[src/rtl/counter_seq_ctrl.sv]
// Interval-timer sequencer for an external up counter: owns its enable/clear,
// pulses done each time the programmed period elapses, flags out-of-range counts.
module counter_seq_ctrl #(
  parameter int unsigned CW  = 4,
  parameter int unsigned PDW = 8
) (
  input  logic           clock,
  input  logic           reset,
  input  logic           start,
  input  logic           stop,
  input  logic           mode,
  input  logic [CW-1:0]  period,
  input  logic [CW-1:0]  cnt_value,
  output logic           cnt_enable,
  output logic           cnt_clear,
  output logic           busy,
  output logic           done,
  output logic           err,
  output logic [PDW-1:0] periods_done
);

  localparam logic [1:0] S_IDLE  = 2'd0;
  localparam logic [1:0] S_CLEAR = 2'd1;
  localparam logic [1:0] S_RUN   = 2'd2;
  localparam logic [1:0] S_DONE  = 2'd3;

  logic [1:0]    state;
  logic [1:0]    state_d;
  logic [CW-1:0] period_q;
  logic          mode_q;
  logic [CW-1:0] last_cnt;
  logic          err_d;
  logic          load;
  logic          pd_inc;

  // period_q is never 0 while in RUN, so last_cnt is only used in range
  assign last_cnt = period_q - CW'(1);

  // next-state, error and bookkeeping decode
  always_comb begin
    state_d = state;
    err_d   = 1'b0;
    load    = 1'b0;
    pd_inc  = 1'b0;
    case (state)
      S_IDLE: begin
        if (start && !stop) begin
          if (period != '0) begin
            load    = 1'b1;
            state_d = S_CLEAR;
          end else begin
            err_d = 1'b1;
          end
        end
      end
      S_CLEAR: state_d = S_RUN;
      S_RUN: begin
        if (stop) begin
          state_d = S_IDLE;
        end else if (cnt_value == last_cnt) begin
          state_d = S_DONE;
        end else if (cnt_value > last_cnt) begin
          err_d   = 1'b1;
          state_d = S_IDLE;
        end
      end
      S_DONE: begin
        pd_inc  = 1'b1;
        state_d = (mode_q && !stop) ? S_RUN : S_IDLE;
      end
      default: state_d = S_IDLE;
    endcase
  end

  // counter enable must follow the live count so the counter stops on P-1
  always_comb begin
    cnt_enable = 1'b0;
    if (state == S_RUN && cnt_value != last_cnt) begin
      cnt_enable = 1'b1;
    end
  end

  always_ff @(posedge clock) begin
    if (reset) begin
      state        <= S_IDLE;
      period_q     <= '0;
      mode_q       <= 1'b0;
      periods_done <= '0;
      err          <= 1'b0;
      busy         <= 1'b0;
      done         <= 1'b0;
      cnt_clear    <= 1'b1;
    end else begin
      state     <= state_d;
      err       <= err_d;
      busy      <= (state_d != S_IDLE);
      done      <= (state_d == S_DONE);
      cnt_clear <= (state_d != S_RUN);
      if (load) begin
        period_q     <= period;
        mode_q       <= mode;
        periods_done <= '0;
      end else if (pd_inc && periods_done != '1) begin
        periods_done <= periods_done + PDW'(1);
      end
    end
  end

endmodule
[config.mk]
export PLATFORM = sky130hd
export DESIGN_NAME = counter_seq_ctrl
export DESIGN_NICKNAME = d
export VERILOG_FILES = /design/src/rtl/counter_seq_ctrl.sv
export SDC_FILE = /design/constraint.sdc
export NUM_CORES = 1
export LEC_CHECK = 0
export ABC_AREA = 1
export CAP_MARGIN = 15
export CORE_MARGIN = 10
export CORE_UTILIZATION = 25
export CTS_CLUSTER_SIZE = 16
export DETAILED_ROUTE_END_ITERATION = 8
export MAX_ROUTING_LAYER = met4
export PLACE_DENSITY_LB_ADDON = 0.15
export SLEW_MARGIN = 5
export SYNTH_ARGS = -nofsm -noshare
export SYNTH_HDL_FRONTEND = slang
export SYNTH_SLANG_ARGS = --single-unit
[constraint.sdc]
create_clock -name clock -period 1.61 [get_ports clock]
set_clock_uncertainty 0.2 [all_clocks]
set_input_delay 0.2415 -clock clock [delete_from_list [all_inputs] [get_ports clock]]
set_output_delay 0.2415 -clock clock [all_outputs]
set_load 0.01 [all_outputs]
==> impl_results.rst, run 1 <==
.. list-table::
   :header-rows: 1

   * - Metric
     - Value
   * - Global routing usage summed across all routing layers
     - between 8 and 9%
   * - Clock slew at reported path FFs
     - 0.07 ns
   * - Top post-synthesis cells by count
     - sky130_fd_sc_hd__nand2_1, sky130_fd_sc_hd__inv_1, sky130_fd_sc_hd__dfxtp_1
   * - Switching Power
     - 0.273 mW
   * - Final-report max-slew violation count
     - 0
   * - Initial Util
     - a little over a quarter
   * - Crit path time final
     - just over 2 ns
   * - Unique masters post-synth
     - 25
   * - Most frequent cell after synthesis
     - sky130_fd_sc_hd__nand2_1
   * - Mean instance size in the synthesized netlist
     - a little over 7 µm²
   * - Cell taking the most area after synthesis
     - sky130_fd_sc_hd__dfxtp_1
   * - Number of flops mapped to enable cells by yosys
     - 0
   * - Antenna cell count
     - 0
   * - Total global routing overflow
     - 0
   * - Worst-Margin Slew
     - 0.342 ns
   * - Area of the mapped netlist
     - about 1100 µm²
   * - Via count of the first global-routing pass
     - ~1,100
   * - FILL cells
     - 400
   * - Number of warnings printed during yosys synthesis
     - 0
   * - Switching power share of the total
     - 25.9%
   * - Source-to-sink clock delay at the later pin of the worst-skew pair
     - 0.25 ns
   * - Final setup viols
     - 7
   * - CTS H-tree lvls
     - 1
   * - Worst setup path category
     - register to output pin
   * - Post-layout worst setup margin
     - -0.459 ns
   * - DP Wirelength
     - about 2300 µm
   * - Fraction of power consumed by the clock network
     - 31.2%
   * - Internal power summed over all cells
     - just under 0.8 mW
   * - Clock buffer depth
     - 2
   * - Layout overhead on the synthesized area
     - 61.2%
   * - Largest voltage drop on the vdd net
     - 0.240 mV
   * - Pwr Total
     - between 1 and 1.5 mW
   * - CTS sink cnt
     - 19
   * - DR vias/cell
     - approximately 4.3
   * - Data required, critical path
     - roughly 1.2 ns
   * - Number of placed instances with taps included
     - 242
   * - Power Dens Cells
     - about 620 nW/µm²
   * - Total clock buffers created by CTS
     - 3
   * - Dominant cells by area after synthesis
     - sky130_fd_sc_hd__dfxtp_1, sky130_fd_sc_hd__nand2_1, sky130_fd_sc_hd__inv_1, sky130_fd_sc_hd__ha_1, sky130_fd_sc_hd__a21oi_1
   * - First-pass iteration count of the detailed router
     - 4
   * - Boundary Pins
     - 26
   * - Avg WL per Cell
     - between 10 and 15 µm
   * - Die X-Extent
     - around 85 µm
   * - Initial DRC Count
     - 40
   * - Proportion of layout cells with a drive suffix above 1
     - about a third
   * - Unrepaired setup endpoints after global routing
     - yes
   * - Die Height
     - roughly 85 µm
   * - Sequential group share of total power
     - 46.4%
   * - RePlAce Congestion
     - 0.813
   * - Area share of the largest cell type after synthesis
     - between 30 and 40%
   * - Total DRC errors in the routed layout
     - 0
   * - Top achievable clock speed
     - roughly 480 MHz
   * - P_leak
     - approximately 0.8 nW
   * - Count of endpoints failing hold in the final timing report
     - 0
   * - Highest net fanout along the worst path
     - 3
   * - Slew HR
     - between 70% and 80%
   * - Violations in the final reports
     - setup timing
   * - Number of placement rows
     - 23
   * - Final Core Density
     - 42.2%
   * - Worst Setup End Kind
     - output pin
   * - Total Nets Final
     - 218
   * - I/O Buffers
     - 25
   * - Root buf cell
     - sky130_fd_sc_hd__clkbuf_8
   * - Outcome
     - complete, but fails checks
   * - Cells after Synth
     - between 100 and 150
   * - Largest net degree at the start of global routing
     - 12
   * - Vias after detailed routing
     - about 1,100
   * - CTS tree
     - built
   * - Synth async-reset ratio
     - 0%
   * - Max-cap check violation count
     - 0
   * - Synthesized Nets
     - approximately 170
   * - Commonest register cell after synthesis
     - sky130_fd_sc_hd__dfxtp_1
   * - Launching element type of the critical path
     - register
   * - Final instance count without filler cells
     - 248
   * - Post-route fraction of the period consumed by the critical path
     - 128%
   * - Kind of path behind the tightest hold check
     - register to register
   * - Sequential element share of the synthesized area
     - about 36%
   * - Dpl ws
     - -0.643 ns
   * - #FFs+latches synth
     - 19
   * - Antenna violations before repair
     - 0
   * - Post-cts hold buffer count
     - 0
   * - Combinational power share
     - ~23%
   * - Wire length of the first global-routing pass
     - 4800 µm
   * - Core ar.
     - a little over 4000 µm²
   * - Remaining number of nets flagged by the antenna check after routing
     - 0
   * - TNS Setup
     - -2.22 ns
   * - Die Outline Area
     - 7250 µm²
   * - Total routed wirelength
     - around 2800 µm
   * - Data arrival time of the worst path
     - roughly 1.6 ns
==> layout make-up <==
type	count	area (µm²)	share of cell area, %
clock buffers	4	45.0	2.63
inverters	28	115	6.73
multi-input cells	100	662	38.7
flip-flops and latches	19	387	22.6
well taps	50	62.6	3.66
repair buffers	47	439	25.7
==> kinds of logic (layout without fill, tap and decap cells) <==
kind of cell	Yosys count	after routing	synth area share [%]
buf+inv	29	79	11.2
fa+ha+maj	6	6	7.08
xor+xnor	4	4	3.30
compound gates	19	19	12.1
simple gates	71	71	30.4
flops	19	19	35.8
==> cells in the final DEF (no fill, tap or decap), types with 5 or more instances in the layout <==
| cell type | n |
|---|---|
| sky130_fd_sc_hd__inv_2 | 5 |
| sky130_fd_sc_hd__nand3_1 | 6 |
| sky130_fd_sc_hd__dlygate4sd2_1 | 8 |
| sky130_fd_sc_hd__nand2_2 | 7 |
| sky130_fd_sc_hd__buf_4 | 18 |
| sky130_fd_sc_hd__inv_1 | 19 |
| sky130_fd_sc_hd__dfxtp_1 | 14 |
| sky130_fd_sc_hd__clkdlybuf4s50_1 | 16 |
| sky130_fd_sc_hd__dfxtp_2 | 5 |
| sky130_fd_sc_hd__a21oi_1 | 9 |
| sky130_fd_sc_hd__nand2_1 | 37 |
==> metrics by stage <==
stage | hold slack [ns] | instance area, µm²
final | 0.258 | 1710
after global routing | 0.288 | 1710
after CTS | 0.256 | 1620
after detailed placement | 0.245 | 1570
after global placement | 0.242 | 1570
after floorplan | 0.111 | 1090
==> state kept, by name, indices dropped and copies added, names as in the netlist <==
signal,flops
err,1
cnt_clear,1
periods_done,8
busy,1
done,1
period_q,4
state,2
mode_q,1
==> power groups by stage <==
stage | Clock [mW] | Combinational [mW] | Sequential [mW]
2_1_floorplan | 0 | 0.0987 | 0.501
5_1_grt | 0.371 | 0.263 | 0.491
3_3_place_gp | 0 | 0.195 | 0.499
3_5_place_dp | 0 | 0.197 | 0.499
6_report | 0.329 | 0.237 | 0.490
4_1_cts | 0.347 | 0.204 | 0.488
==> what timing repair did <==
| item | 4_1_cts | 5_1_grt |
|---|---|---|
| pin swaps | 3 | 6 |
| endpoints found under the setup margin | 15 | 9 |
| setup buffers | 1 | 1 |
| resized for setup | 18 | 24 |
==> worst max-delay path: stages, from the launching register on <==
cell and delay, ns:
sky130_fd_sc_hd__dfxtp_2 0.34, sky130_fd_sc_hd__inv_4 0.05, sky130_fd_sc_hd__ha_4 0.15, sky130_fd_sc_hd__xnor2_2 0.12, sky130_fd_sc_hd__ha_1 0.29, sky130_fd_sc_hd__nand2_1 0.09, sky130_fd_sc_hd__inv_2 0.05, sky130_fd_sc_hd__nand3_4 0.07
sky130_fd_sc_hd__inv_4 0.04, sky130_fd_sc_hd__nor2_4 0.07, sky130_fd_sc_hd__buf_6 0.10
==> metal layers <==
metal / vias to the layer above / wire length, µm / GRT usage [%] / part of all wire (%)
li1: 567 / - / - / -
met1: 475 / 1270 / 8.66 / 45
met2: 16 / 1430 / 14.0 / 51
met3: 2 / 107 / 1.91 / 3.8
met4: 0 / 15 / 3.14 / 0.53
met5: - / 0 / - / 0
==> worst paths after layout <==
| path | from | end | slack (ns) | cells after the start |
|---|---|---|---|---|
| worst max-delay path | period_q[0] | cnt_enable | -0.46 | 10 |
| worst min-delay path | mode_q | mode_q | 0.26 | 2 |
| worst max register to register | period_q[0] | cnt_clear | -0.38 | 13 |
| worst min register to register | mode_q | mode_q | 0.26 | 2 |
Note: power is estimated with default switching activity, not from simulation.
==> inputs of run 2 (changes only) <==
--- a/config.mk
+++ b/config.mk
@@ -7,7 +7,7 @@
 export LEC_CHECK = 0
 export ABC_AREA = 1
 export CAP_MARGIN = 15
-export CORE_MARGIN = 10
+export CORE_MARGIN = 5
 export CORE_UTILIZATION = 25
 export CTS_CLUSTER_SIZE = 16
 export DETAILED_ROUTE_END_ITERATION = 8
==> run 2 against run 1 <==
Effect of this change:
- the run still ends with setup timing left
- total power shrank 2.4%
- cell count grew 0.40%
- via count barely moved
- core utilization is 0.68 points lower
- combinational power is 8% lower
- highest routed layer unchanged
==> impl_results.rst, run 2 (same netlist as run 1, synthesis figures left out) <==
.. list-table::
   :header-rows: 1

   * - Metric
     - Value
   * - Outcome
     - complete, but fails checks
   * - Violations in the final reports
     - setup timing
   * - Clock buffer depth
     - 2
   * - End of the worst register-to-register path
     - cnt_clear
   * - Max-cap check violation count
     - 0
   * - Wire length of the first global-routing pass
     - between 4000 and 5000 µm
   * - Most common cell after layout, fill and taps aside
     - sky130_fd_sc_hd__nand2_1
   * - Worst setup path category
     - register to output pin
   * - Combinational power share
     - between 20% and 30%
   * - Final setup viols
     - 7
   * - Top achievable clock speed
     - about 490 MHz
   * - Core ar.
     - slightly above 4000 µm²
   * - Die Height
     - 75.1 µm
   * - CTS H-tree lvls
     - 1
   * - Largest net degree at the start of global routing
     - 12
   * - Worst Setup End Kind
     - output pin
   * - Total DRC errors in the routed layout
     - 0
   * - Total clock buffers created by CTS
     - 3
   * - Launching element type of the critical path
     - register
   * - Post-route cell area
     - approximately 1700 µm²
   * - Data arrival time of the worst path
     - 1.61 ns
   * - Initial DRC Count
     - 21
   * - Worst reg2reg path depth
     - 13
   * - Top library cells by usage in the layout, fill and taps aside
     - sky130_fd_sc_hd__nand2_1, sky130_fd_sc_hd__buf_4, sky130_fd_sc_hd__inv_1, sky130_fd_sc_hd__clkdlybuf4s50_1, sky130_fd_sc_hd__dfxtp_1
   * - First-pass iteration count of the detailed router
     - 4
   * - Worst hold slack after final layout
     - around 0.26 ns
   * - Flip-flop count of the largest register after layout
     - 8
   * - WHS Endpoint
     - mode_q
   * - Root buf cell
     - sky130_fd_sc_hd__clkbuf_8
   * - Remaining number of nets flagged by the antenna check after routing
     - 0
   * - Worst-Margin Slew
     - roughly 0.38 ns
   * - TNS Setup
     - -2.09 ns
   * - Biggest registers after layout
     - periods_done: 8 flops, period_q: 4 flops, state: 2 flops
   * - CTS sink cnt
     - 19
   * - I/O Buffers
     - 25
   * - Global routing usage summed across all routing layers
     - 11.3%
   * - Data required, critical path
     - around 1.2 ns
   * - RePlAce Congestion
     - about 0.8
   * - Layout overhead on the synthesized area
     - 58.6%
   * - Number of placement rows
     - 23
   * - Hold path startpoint
     - mode_q
   * - Final-report max-slew violation count
     - 0
   * - Power Dens Cells
     - 613 nW/µm²
   * - Kind of path behind the tightest hold check
     - register to register
   * - P_leak
     - slightly below 0.8 nW
   * - Total routed wirelength
     - 2660 µm
   * - Avg WL per Cell
     - roughly 11 µm
   * - FILL cells
     - around 430
   * - Sequential group share of total power
     - 47.5%
   * - DP Wirelength
     - between 2000 and 2500 µm
   * - Highest net fanout along the worst path
     - 3
   * - Largest voltage drop on the vdd net
     - 0.329 mV
   * - Final Core Density
     - between 40% and 50%
   * - Total global routing overflow
     - 0
   * - Source-to-sink clock delay at the later pin of the worst-skew pair
     - 0.25 ns
   * - DR vias/cell
     - approximately 4.3
   * - Total Nets Final
     - between 200 and 250
   * - Post-layout worst setup margin
     - -0.439 ns
   * - Switching Power
     - around 0.26 mW
   * - Crit path time final
     - 2.05 ns
   * - Post-cts hold buffer count
     - 0
   * - Post-route fraction of the period consumed by the critical path
     - 127%
   * - Vias after detailed routing
     - about 1,100
   * - Worst Hold Depth
     - 2
   * - Clock slew at reported path FFs
     - around 0.070 ns
   * - Antenna cell count
     - 0
   * - Largest reg by FF count
     - periods_done
   * - Boundary Pins
     - 26
   * - Initial Util
     - between 20% and 30%
   * - Proportion of layout cells with a drive suffix above 1
     - between 30% and 40%
   * - Die Outline Area
     - around 5600 µm²
   * - Minimum setup slack among reg-to-reg paths
     - -0.36 ns
   * - Start of the worst register-to-register path
     - period_q[1]
   * - Switching power share of the total
     - approximately 25%
   * - Count of endpoints failing hold in the final timing report
     - 0
   * - Dpl ws
     - -0.634 ns
   * - Internal power summed over all cells
     - just under 0.8 mW
   * - Cell area reported after detailed placement
     - approximately 1600 µm²
   * - Die X-Extent
     - 75.1 µm
   * - Fraction of power consumed by the clock network
     - a little under a third
   * - Slew HR
     - 74.7%
   * - Unrepaired setup endpoints after global routing
     - yes
   * - Antenna violations before repair
     - 0
   * - Via count of the first global-routing pass
     - approximately 1,200
   * - CTS tree
     - built
-- run 2: metal layers --
metal  track usage [%]  part of all wire, %
met2              20.3                   51
met4              2.91                 0.64
met1              12.1                   44
met5                 -                    0
met3              3.20                  4.3
-- run 2: power groups by stage --
stage | clock network (mW) | logic, mW | registers [mW]
2_1_floorplan | 0 | 0.0987 | 0.501
3_3_place_gp | 0 | 0.195 | 0.499
3_5_place_dp | 0 | 0.195 | 0.499
4_1_cts | 0.340 | 0.208 | 0.489
5_1_grt | 0.362 | 0.244 | 0.491
6_report | 0.323 | 0.218 | 0.490
-- run 2: worst max path at each step --
stage                       startpoint         end  cells past startpoint
after floorplan            period_q[0]   cnt_clear                     11
after global placement    cnt_value[3]  cnt_enable                      8
after detailed placement  cnt_value[3]  cnt_enable                      8
after CTS                  period_q[0]  cnt_enable                     10
after global routing       period_q[1]  cnt_enable                     10
final                      period_q[1]  cnt_enable                     10
-- run 2: layout make-up --
class / instances / area (µm²) / share of cell area, %
Multi-Input combinational cell: 100 / 639 / 38.0
Timing Repair Buffer: 48 / 439 / 26.1
Sequential cell: 19 / 387 / 23.0
Inverter: 28 / 110 / 6.54
Tap cell: 50 / 62.6 / 3.72
Clock buffer: 4 / 45.0 / 2.68
-- run 2: critical path, stage by stage (launching register included) --
cell and delay (ns):
sky130_fd_sc_hd__dfxtp_2 0.32, sky130_fd_sc_hd__inv_2 0.08, sky130_fd_sc_hd__nand3_2 0.10, sky130_fd_sc_hd__xor2_2 0.16, sky130_fd_sc_hd__ha_1 0.29, sky130_fd_sc_hd__nand2_1 0.06, sky130_fd_sc_hd__inv_2 0.06, sky130_fd_sc_hd__nand3_2 0.07
sky130_fd_sc_hd__inv_2 0.08, sky130_fd_sc_hd__nor2_4 0.03, sky130_fd_sc_hd__buf_6 0.11
-- run 2: what timing repair did --
item                       in CTS  in global routing
setup endpoints to repair      15                 13
pin swaps                       4                  3
setup buffers                   3                  2
gates resized for setup        21                  9
cloned                          0                  0
-- run 2: metrics by stage --
step	std cells	total power, mW
finish	249	1.03
global route	249	1.10
CTS	249	1.04
detailed placement	242	0.694
global placement	242	0.693
floorplan	148	0.600
==> inputs of run 3 (changes only) <==
--- a/config.mk
+++ b/config.mk
@@ -7,10 +7,12 @@
 export LEC_CHECK = 0
 export ABC_AREA = 1
 export CAP_MARGIN = 15
+export CORE_ASPECT_RATIO = 1.25
 export CORE_MARGIN = 5
 export CORE_UTILIZATION = 25
 export CTS_CLUSTER_SIZE = 16
 export DETAILED_ROUTE_END_ITERATION = 8
+export HOLD_SLACK_MARGIN = 0.12
 export MAX_ROUTING_LAYER = met4
 export PLACE_DENSITY_LB_ADDON = 0.15
 export SLEW_MARGIN = 5
==> run 3 against run 2 <==
Effect of this change:
- the flow still finishes with violations (setup timing)
- register-to-register slack better by 0.08 ns
- sequential power barely moved
- non-clock buffer count down 1
- routed wire length down 4.2%
- count of clock-buffer cells in the layout unchanged
- critical path depth did not move
- sequential cell count is the same
- largest cell class unchanged
- cell area down 0.59%
- core utilization down 0.66 points
- cell count is 2.0% higher
==> impl_results.rst, run 3 (same netlist as run 1, synthesis figures left out) <==
.. list-table::
   :header-rows: 1

   * - Metric
     - Value
   * - DP Wirelength
     - roughly 2100 µm
   * - Largest voltage drop on the vdd net
     - between 0.3 and 0.4 mV
   * - Post-layout worst setup margin
     - -0.428 ns
   * - Layout overhead on the synthesized area
     - 57.7%
   * - Cell area reported after detailed placement
     - 1550 µm²
   * - Pwr Total
     - between 1 and 1.5 mW
   * - Proportion of layout cells with a drive suffix above 1
     - between 30% and 40%
   * - Unrepaired setup endpoints after global routing
     - yes
   * - Core ar.
     - slightly above 4000 µm²
   * - Total routed wirelength
     - around 2500 µm
   * - Root buf cell
     - sky130_fd_sc_hd__clkbuf_8
   * - Vias after detailed routing
     - between 1,000 and 1,500
   * - Number of placement rows
     - 26
   * - Initial DRC Count
     - 37
   * - Flip-flop count of the largest register after layout
     - 8
   * - Count of endpoints failing hold in the final timing report
     - 0
   * - Total clock buffers created by CTS
     - 3
   * - Final-report max-slew violation count
     - 0
   * - Combinational power share
     - roughly a fifth
   * - Fraction of power consumed by the clock network
     - roughly a third
   * - P_leak
     - 0.781 nW
   * - Largest net degree at the start of global routing
     - 11
   * - Die Height
     - about 83 µm
   * - Switching power share of the total
     - about a quarter
   * - Die Outline Area
     - ~5700 µm²
   * - Post-route cell area
     - between 1500 and 2000 µm²
   * - Die X-Extent
     - 68.3 µm
   * - Worst Setup End Kind
     - output pin
   * - CTS tree
     - built
   * - CTS sink cnt
     - 19
   * - Top achievable clock speed
     - between 400 and 500 MHz
   * - Total Nets Final
     - about 220
   * - Data required, critical path
     - 1.17 ns
   * - Initial Util
     - about a quarter
   * - Max-cap check violation count
     - 0
   * - Slew HR
     - a little under 80%
   * - Most common cell after layout, fill and taps aside
     - sky130_fd_sc_hd__nand2_1
   * - Final setup viols
     - 7
   * - Power Dens Cells
     - 614 nW/µm²
   * - Remaining number of nets flagged by the antenna check after routing
     - 0
   * - Internal power summed over all cells
     - between 0.7 and 0.8 mW
   * - Final Core Density
     - about two fifths
   * - Top library cells by usage in the layout, fill and taps aside
     - sky130_fd_sc_hd__nand2_1, sky130_fd_sc_hd__buf_4, sky130_fd_sc_hd__inv_1, sky130_fd_sc_hd__clkdlybuf4s50_1, sky130_fd_sc_hd__dfxtp_1
   * - Kind of path behind the tightest hold check
     - register to register
   * - Boundary Pins
     - 26
   * - Wire length of the first global-routing pass
     - about 4500 µm
   * - Switching Power
     - 0.257 mW
   * - Antenna cell count
     - 0
   * - Clock buffer depth
     - 2
   * - Largest reg by FF count
     - periods_done
   * - Biggest registers after layout
     - periods_done: 8 flops, period_q: 4 flops, state: 2 flops
   * - Data arrival time of the worst path
     - 1.60 ns
   * - Post-route fraction of the period consumed by the critical path
     - 127%
   * - Launching element type of the critical path
     - register
   * - Violations in the final reports
     - setup timing
   * - Clock slew at reported path FFs
     - around 0.07 ns
   * - Worst hold slack after final layout
     - approximately 0.25 ns
   * - Total global routing overflow
     - 0
   * - Highest net fanout along the worst path
     - 3
   * - Source-to-sink clock delay at the later pin of the worst-skew pair
     - between 0.2 and 0.3 ns
   * - Global routing usage summed across all routing layers
     - 10.4%
   * - DR vias/cell
     - between 4 and 5
   * - TNS Setup
     - -1.64 ns
   * - RePlAce Congestion
     - ~0.82
   * - Worst setup path category
     - register to output pin
   * - Crit path time final
     - 2.04 ns
   * - I/O Buffers
     - 25
   * - Antenna violations before repair
     - 0
   * - Worst-Margin Slew
     - between 0.3 and 0.4 ns
   * - Sequential group share of total power
     - approximately 48%
   * - Outcome
     - complete, but fails checks
   * - Via count of the first global-routing pass
     - 1,115
   * - Total DRC errors in the routed layout
     - 0
   * - Avg WL per Cell
     - about 10 µm
   * - CTS H-tree lvls
     - 1
   * - First-pass iteration count of the detailed router
     - 4
run 3: power groups by stage:
stage	clock network (mW)	registers [mW]	logic, mW
2_1_floorplan	0	0.501	0.0987
3_3_place_gp	0	0.499	0.192
3_5_place_dp	0	0.499	0.194
4_1_cts	0.344	0.489	0.209
5_1_grt	0.362	0.491	0.238
6_report	0.327	0.490	0.211
run 3: what timing repair did:
item / CTS / global route
endpoints found under the hold margin: 0 / 0
pin swaps: 5 / 3
hold buffers: 0 / 0
gates resized for setup: 28 / 6
setup buffers: 1 / 2
setup endpoints to repair: 15 / 9
run 3: layout make-up:
cell class,count,area (µm²)
Fill cell,449,2430
Tap cell,56,70.1
Timing Repair Buffer,47,419
Sequential cell,19,388
Multi-Input combinational cell,100,638
Inverter,28,113
Clock buffer,4,45.0
run 3: per-stage QoR:
step | instances | worst slack (ns)
floorplan | 148 | -0.0569
global placement | 247 | -0.625
detailed placement | 247 | -0.641
CTS | 252 | -0.445
global route | 254 | -0.513
finish | 254 | -0.428
run 3: worst paths after layout:
| kind | end | cells after the start | startpoint | slack, ns |
|---|---|---|---|---|
| setup reg to reg | cnt_clear | 12 | period_q[1] | -0.28 |
| hold / removal | mode_q | 2 | mode_q | 0.25 |
| setup / recovery | cnt_enable | 10 | period_q[1] | -0.43 |
| hold reg to reg | mode_q | 2 | mode_q | 0.25 |
run 3: worst max-delay path: stages (launching register included):
cell and delay [ns]:
sky130_fd_sc_hd__dfxtp_2 0.34, sky130_fd_sc_hd__inv_4 0.05, sky130_fd_sc_hd__ha_4 0.15, sky130_fd_sc_hd__xnor2_2 0.12, sky130_fd_sc_hd__ha_1 0.27, sky130_fd_sc_hd__nand2_1 0.06, sky130_fd_sc_hd__inv_2 0.06, sky130_fd_sc_hd__nand3_2 0.07
sky130_fd_sc_hd__inv_2 0.08, sky130_fd_sc_hd__nor2_4 0.03, sky130_fd_sc_hd__buf_6 0.11
run 3: routing by layer:
| layer | share of wire [%] | up-vias | global-route usage, % |
|---|---|---|---|
| met5 | 0 | - | - |
| met4 | 0.39 | 0 | 3.25 |
| met3 | 4.3 | 2 | 2.30 |
| li1 | - | 565 | - |
| met1 | 40 | 474 | 10.6 |
| met2 | 55 | 19 | 18.9 |
